==> config.mk <==
export PLATFORM = sky130hd
export DESIGN_NAME = mac_matrix_engine
export DESIGN_NICKNAME = d
export VERILOG_FILES = /design/src/rtl/mac_pkg.sv /design/src/rtl/mac_dot_unit.sv /design/src/rtl/mac_matrix_engine.sv
export SDC_FILE = /design/constraint.sdc
export NUM_CORES = 2
export LEC_CHECK = 0
export BUFFER_PORTS_ARGS = -buffer_cell sky130_fd_sc_hd__buf_2
export CORE_MARGIN = 2
export CORE_UTILIZATION = 50
export CTS_BUF_LIST = sky130_fd_sc_hd__clkbuf_4
export CTS_CLUSTER_DIAMETER = 200
export DETAILED_ROUTE_END_ITERATION = 16
export PLACE_DENSITY_LB_ADDON = 0.05
export RECOVER_POWER = 100
export SETUP_SLACK_MARGIN = 0.3
export SLEW_MARGIN = 5
export SYNTH_ARGS = -nofsm -noshare
export SYNTH_HDL_FRONTEND = slang
export SYNTH_SLANG_ARGS = --single-unit
==> constraint.sdc <==
create_clock -name clk -period 17.5 [get_ports clk]
set_input_delay 3.5 -clock clk [delete_from_list [all_inputs] [get_ports clk]]
set_output_delay 3.5 -clock clk [all_outputs]
set_load 0.01 [all_outputs]
==> src/rtl/mac_pkg.sv <==
// Shared definitions for the matrix multiply engine: FSM states, legal
// read-latency range and an address-width helper.
package mac_pkg;

    typedef enum logic [2:0] {
        ST_IDLE,
        ST_FETCH,
        ST_DRAIN,
        ST_WRITE,
        ST_DONE
    } mac_state_t;

    localparam int RD_LATENCY_MIN = 1;
    localparam int RD_LATENCY_MAX = 4;

    // A dimension of 1 still gets a 1-bit index so ports never collapse to zero width.
    function automatic int addr_width(input int depth);
        return (depth > 1) ? $clog2(depth) : 1;
    endfunction

endpackage

==> src/rtl/mac_dot_unit.sv <==
// Dot-product datapath: registered signed/unsigned multiply feeding an
// accumulator that is wide enough to never overflow for the configured K.
module mac_dot_unit
    import mac_pkg::*;
#(
    parameter int DW = 32,
    parameter int RW = 64
) (
    input  logic          clk,
    input  logic          reset,
    input  logic          clear,
    input  logic          en,
    input  logic          signed_mode,
    input  logic [DW-1:0] a,
    input  logic [DW-1:0] b,
    output logic [RW-1:0] acc,
    output logic          prod_valid
);

    logic [2*DW-1:0] a_ext;
    logic [2*DW-1:0] b_ext;
    logic [2*DW-1:0] prod_comb;
    logic [2*DW-1:0] prod_q;
    logic [RW-1:0]   prod_ext;

    // Extending both operands to 2*DW first makes the low 2*DW bits of a plain
    // multiply correct for two's-complement as well as unsigned operands.
    always_comb begin
        a_ext     = signed_mode ? {{DW{a[DW-1]}}, a} : {{DW{1'b0}}, a};
        b_ext     = signed_mode ? {{DW{b[DW-1]}}, b} : {{DW{1'b0}}, b};
        prod_comb = a_ext * b_ext;
        prod_ext  = signed_mode ? RW'($signed(prod_q)) : RW'(prod_q);
    end

    always_ff @(posedge clk or posedge reset) begin
        if (reset) begin
            prod_q     <= '0;
            prod_valid <= 1'b0;
            acc        <= '0;
        end else if (clear) begin
            prod_q     <= '0;
            prod_valid <= 1'b0;
            acc        <= '0;
        end else begin
            prod_valid <= en;
            if (en) begin
                prod_q <= prod_comb;
            end
            if (prod_valid) begin
                acc <= acc + prod_ext;
            end
        end
    end

endmodule

==> src/rtl/mac_matrix_engine.sv <==
// C = A * B engine: streams one dot product per result element from external
// operand memories and hands each element out through a valid/ready port.
module mac_matrix_engine
    import mac_pkg::*;
#(
    parameter int M                        = 2,
    parameter int K                        = 2,
    parameter int N                        = 2,
    parameter int DATA_WIDTH_INIT_MATRIX   = 32,
    parameter int DATA_WIDTH_RESULT_MATRIX = 2*DATA_WIDTH_INIT_MATRIX + $clog2(K),
    parameter int RD_LATENCY               = 1
) (
    input  logic                                clk,
    input  logic                                reset,
    input  logic                                start,
    input  logic                                stop,
    input  logic                                signed_mode,
    output logic [addr_width(M)-1:0]            row_addr_a,
    output logic [addr_width(K)-1:0]            col_addr_a,
    output logic [addr_width(K)-1:0]            row_addr_b,
    output logic [addr_width(N)-1:0]            col_addr_b,
    output logic                                matrix_a_re,
    output logic                                matrix_b_re,
    input  logic [DATA_WIDTH_INIT_MATRIX-1:0]   data_in_a,
    input  logic [DATA_WIDTH_INIT_MATRIX-1:0]   data_in_b,
    output logic                                res_valid,
    input  logic                                res_ready,
    output logic [addr_width(M)-1:0]            res_row,
    output logic [addr_width(N)-1:0]            res_col,
    output logic [DATA_WIDTH_RESULT_MATRIX-1:0] res_data,
    output logic                                busy,
    output logic                                mac_done,
    output logic                                aborted
);

    localparam int AWM = addr_width(M);
    localparam int AWK = addr_width(K);
    localparam int AWN = addr_width(N);
    localparam int RW  = DATA_WIDTH_RESULT_MATRIX;

    if (RD_LATENCY < RD_LATENCY_MIN || RD_LATENCY > RD_LATENCY_MAX) begin : g_bad_latency
        $error("mac_matrix_engine: RD_LATENCY out of range");
    end

    mac_state_t      state;
    mac_state_t      state_nxt;
    logic [AWM-1:0]  i_idx;
    logic [AWN-1:0]  j_idx;
    logic [AWK-1:0]  k_idx;
    logic [AWK-1:0]  acc_cnt;
    logic [RD_LATENCY-1:0] vpipe;
    logic            signed_q;
    logic            start_ok;
    logic            abort_now;
    logic            handshake;
    logic            last_k;
    logic            last_acc;
    logic            last_i;
    logic            last_j;
    logic            dot_clear;
    logic            prod_valid;
    logic [RW-1:0]   acc;

    // Abort has priority over every transition, including a same-cycle handshake.
    always_comb begin
        start_ok  = (state == ST_IDLE) && start && !stop;
        abort_now = (state != ST_IDLE) && stop;
        handshake = (state == ST_WRITE) && res_ready && !stop;
        last_k    = (k_idx == AWK'(K-1));
        last_acc  = (acc_cnt == AWK'(K-1));
        last_i    = (i_idx == AWM'(M-1));
        last_j    = (j_idx == AWN'(N-1));
        dot_clear = start_ok || abort_now || handshake;
        state_nxt = state;
        if (abort_now) begin
            state_nxt = ST_IDLE;
        end else begin
            case (state)
                ST_IDLE:  if (start_ok) state_nxt = ST_FETCH;
                ST_FETCH: if (last_k) state_nxt = ST_DRAIN;
                ST_DRAIN: if (prod_valid && last_acc) state_nxt = ST_WRITE;
                ST_WRITE: if (res_ready) state_nxt = (last_i && last_j) ? ST_DONE : ST_FETCH;
                ST_DONE:  state_nxt = ST_IDLE;
                default:  state_nxt = ST_IDLE;
            endcase
        end
    end

    always_ff @(posedge clk or posedge reset) begin
        if (reset) begin
            state    <= ST_IDLE;
            i_idx    <= '0;
            j_idx    <= '0;
            k_idx    <= '0;
            acc_cnt  <= '0;
            vpipe    <= '0;
            signed_q <= 1'b0;
            aborted  <= 1'b0;
        end else begin
            state   <= state_nxt;
            aborted <= abort_now;
            if (start_ok || abort_now) begin
                i_idx   <= '0;
                j_idx   <= '0;
                k_idx   <= '0;
                acc_cnt <= '0;
                vpipe   <= '0;
                if (start_ok) begin
                    signed_q <= signed_mode;
                end
            end else begin
                // vpipe[RD_LATENCY-1] lines up with the read data of an earlier re.
                vpipe <= (vpipe << 1) | RD_LATENCY'(state == ST_FETCH);
                if (state == ST_FETCH) begin
                    k_idx <= last_k ? '0 : k_idx + AWK'(1);
                end
                if (prod_valid) begin
                    acc_cnt <= last_acc ? '0 : acc_cnt + AWK'(1);
                end
                if (handshake) begin
                    acc_cnt <= '0;
                    if (last_j) begin
                        j_idx <= '0;
                        i_idx <= last_i ? '0 : i_idx + AWM'(1);
                    end else begin
                        j_idx <= j_idx + AWN'(1);
                    end
                end
            end
        end
    end

    mac_dot_unit #(
        .DW (DATA_WIDTH_INIT_MATRIX),
        .RW (RW)
    ) u_dot (
        .clk         (clk),
        .reset       (reset),
        .clear       (dot_clear),
        .en          (vpipe[RD_LATENCY-1]),
        .signed_mode (signed_q),
        .a           (data_in_a),
        .b           (data_in_b),
        .acc         (acc),
        .prod_valid  (prod_valid)
    );

    always_comb begin
        matrix_a_re = (state == ST_FETCH);
        matrix_b_re = (state == ST_FETCH);
        row_addr_a  = i_idx;
        col_addr_a  = k_idx;
        row_addr_b  = k_idx;
        col_addr_b  = j_idx;
        res_valid   = (state == ST_WRITE);
        res_row     = i_idx;
        res_col     = j_idx;
        res_data    = acc;
        busy        = (state != ST_IDLE);
        mac_done    = (state == ST_DONE);
    end

endmodule

==> impl_metrics.tcl <==
set metrics [dict create \
    outcome "finished with violations" \
    violations "capacitance limit, slew limit" \
    num_vias 39329 \
    setup_slack_ns 4.21 \
    cp_common_cell "fa_1" \
    cp_data_arrival_time_ns 13.70 \
    drt_iter0_markers 2450 \
    worst_pin_slew_ns 3.63 \
    min_period_over_period 0.759 \
    clk_latency_ns 0.65 \
    clock-sinks 140 \
    rows 123 \
    setup.worst_path.class "primary input to flip-flop" \
    synthXorXnorAreaFrac 0.0279 \
    rsz0062_at_grt "no" \
    drive_gt1_frac 0.0309 \
    hold_buffers 0 \
    nets 7842 \
    maxSlewViolCount 302 \
    max_freq_mhz 75.2 \
    end_kind "flip-flop" \
    dp_slack_ns 4.08 \
    fin_area_mm2 0.0588 \
    coreArea_mm2 0.112 \
    synth_compound_area_frac 0.0543 \
    wirelength_mm 162 \
    netlist_top_cells_area "fa_1 50%, inv_1 10%, ha_1 8.2%, and2_1 6.3%, dfrtp_1 6.2%" \
    syn_area_mm2 0.0567 \
    grt_max_degree 83 \
    synthSimpleGateAreaFrac 0.134 \
    maxCapViolCount 5 \
    start_util 0.504 \
    yosysTopAreaCell "fa_1" \
    synth_edf_count 0 \
    setup_tns_ns 0 \
    nFillCells 10682 \
    ys.flop_type "dfrtp_1" \
    worst-r2r-setup-slack_ns 7.21 \
    routabilityCongestion 0.929 \
    dp_hpwl_mm 132 \
    synth.area.mux_share 0.0163 \
    synth_cell_types 87 \
    grt_pass1_vias 42752 \
    hp-start "u_dot.prod_q[41]$_DFFE_PP0P_" \
    start_kind "primary input" \
    grt.overflow.total 0 \
    antenna_found_initial 5 \
    cts.path.max_buffers 3 \
    placed_area_mm2 0.0587 \
    synth_top_family_by_area "adder cells" \
    seq_area_frac_synth 0.0618 \
    drtAntennaViolNets 0 \
    die_area_mm2 0.116 \
    yosys_warnings 0 \
    cp.required_ns 17.91 \
    cp_slowest_cell "clkbuf_1" \
    critPathBufInv 5 \
    cts_resized 0 \
    cts_made_buffers 25 \
    critPathMaxStageDelay_ns 1.64 \
    cts_root_buffer "clkbuf_4" \
    fp.dieH_um 341 \
    post-route-drc-count 0 \
    synthAdderAreaFrac 0.584 \
    drt-pass1-iter-count 5 \
    synth.avg_cell_area_um2 9.39 \
    synthCells 6039 \
    critical_path.max_fanout 35 \
    port_buffers 146 \
    post-cts-setup-buffer-count 0 \
    stdcell_count 7490 \
    h-tree-depth 4 \
    hold_path_class "flip-flop to flip-flop" \
    layout_min_cycle_time_ns 13.29 \
    synth_fp_nets 7901 \
    r2r-end "u_dot.prod_q[63]$_DFFE_PP0P_" \
    wire_per_inst_um 21.7 \
    grt_pass1_wl_mm 256 \
    pin_count 147 \
    async_reset_ff_frac 1.00 \
    grt_util_all_layers 0.291 \
    holdPathEnd "u_dot.prod_q[41]$_DFFE_PP0P_" \
    hold_depth 2 \
    die_x_um 341 \
    synth-seq-cells 140 \
    relSlewSlack -1.43 \
    finalSetupViolations 0 \
    yosys.area.top_type_share 0.501 \
    r2r_start "signed_q$_DFFE_PP0P_" \
    cp_top_family "adder cells" \
    clock_skew_ns 0.0418 \
    worstRegToRegCells 30 \
    viasPerCell 5.25 \
    clkTransAtPathRegs_ns 0.10 \
    cts_tree "done" \
    place_inst 7453 \
    area_growth_pct 3.56 \
    final_hold_viol_count 0 \
]
-- metrics by stage --
| step | util | hold slack [ns] |
|---|---|---|
| 2_1_floorplan | - | 0.469 |
| 4_1_cts | 0.524 | 0.525 |
| 3_5_place_dp | 0.521 | 0.502 |
| 6_report | 0.522 | 0.520 |
| 5_1_grt | 0.522 | 0.564 |
| 3_3_place_gp | 0.521 | 0.494 |
-- per-layer routing --
layer | vias to the layer above | GRT usage | routed length (µm)
met2 | 1185 | 0.438 | 69600
met4 | 2 | 0.0461 | 2370
li1 | 17516 | - | -
met1 | 20486 | 0.443 | 76400
met3 | 140 | 0.0588 | 14000
met5 | - | 0 | 13
-- cell type report --
cell class | count | area (µm²) | share of cell area
Inverter | 1549 | 5820 | 0.0990
Multi-Input combinational cell | 4067 | 46300 | 0.788
Clock inverter | 5 | 51.3 | 0.000873
Tap cell | 1500 | 1880 | 0.0319
Clock buffer | 28 | 210 | 0.00358
Antenna cell | 4 | 10.0 | 0.000170
Sequential cell | 140 | 3510 | 0.0597
Timing Repair Buffer | 197 | 1000 | 0.0171
-- state kept, by name, indices dropped and copies added (netlist names) --
signal / flops
acc_cnt: 1
col_addr_b: 1
u_dot.acc: 65
aborted: 1
col_addr_a: 1
res_row: 1
vpipe: 1
state: 3
signed_q: 1
u_dot.prod_valid: 1
u_dot.prod_q: 64
-- cell families (layout without fill, tap and decap cells) --
kind of cell	after synthesis	count (layout)
xor+xnor	181	181
compound gates	466	466
simple gates	1533	1533
buf+inv	1832	1779
fa+ha+maj	1795	1795
other cells	0	4
flops	140	140
mux	92	92
-- Yosys cell counts, types with 18 or more instances --
| master | number |
|---|---|
| a211oi_1 | 19 |
| a21o_1 | 72 |
| a21oi_1 | 156 |
| a31oi_1 | 18 |
| and2_1 | 575 |
| and3_1 | 31 |
| clkbuf_1 | 259 |
| dfrtp_1 | 140 |
| fa_1 | 1420 |
| ha_1 | 372 |
| inv_1 | 1549 |
| mux2i_1 | 89 |
| nand2_1 | 613 |
| nand3_1 | 28 |
| nor2_1 | 185 |
| o21ai_0 | 75 |
| xnor2_1 | 134 |
| xor2_1 | 47 |
-- how the worst max path moves through the flow --
stage	start	endpoint	slack (ns)	depth (start not counted)
global placement	data_in_a[31]	u_dot.prod_q[57]$_DFFE_PP0P_	4.15	34
global route	data_in_a[8]	u_dot.prod_q[56]$_DFFE_PP0P_	3.60	30
detailed placement	data_in_a[31]	u_dot.prod_q[61]$_DFFE_PP0P_	4.08	34
floorplan	data_in_a[31]	u_dot.prod_q[57]$_DFFE_PP0P_	5.35	34
CTS	data_in_a[31]	u_dot.prod_q[61]$_DFFE_PP0P_	4.79	34
finish	data_in_a[8]	u_dot.prod_q[58]$_DFFE_PP0P_	4.21	28
-- worst reg2reg max path: cells and delay by family, from the launching register on --
kind                       cells  cell delay [ns]
xor gates and xnor gates       1             0.11
and+or+nand+nor                6             0.95
buffers and inverters          8             0.97
AOI/OAI and AO/OA              3             1.32
DFF                            1             0.49
adders and majority gates     11             6.07
muxes                          1             0.13
-- layout by cell type, fill, tap and decap left out, types with 7 or more instances in the layout --
| cell | instances |
|---|---|
| nand2_1 | 612 |
| and2_1 | 570 |
| a31oi_1 | 18 |
| nor3b_1 | 7 |
| xor2_1 | 47 |
| o211ai_1 | 9 |
| nand4_1 | 17 |
| o21bai_1 | 17 |
| o21a_1 | 10 |
| xnor2_1 | 134 |
| a21oi_1 | 159 |
| nand3b_1 | 8 |
| or3_1 | 7 |
| clkbuf_1 | 83 |
| buf_4 | 48 |
| nand2b_1 | 14 |
| o22ai_1 | 7 |
| nor3_1 | 16 |
| inv_1 | 1548 |
| ha_1 | 372 |
| a21o_1 | 72 |
| nand3_1 | 29 |
| dfrtp_1 | 138 |
| o21ai_0 | 80 |
| nor2_1 | 185 |
| a211oi_1 | 21 |
| fa_1 | 1420 |
| mux2i_1 | 89 |
| clkbuf_4 | 28 |
| and3_1 | 31 |
| buf_2 | 66 |
| nor2b_1 | 12 |
Power is not shown: default switching activity piles up to over one toggle a cycle in this logic, so the estimate is an artifact.
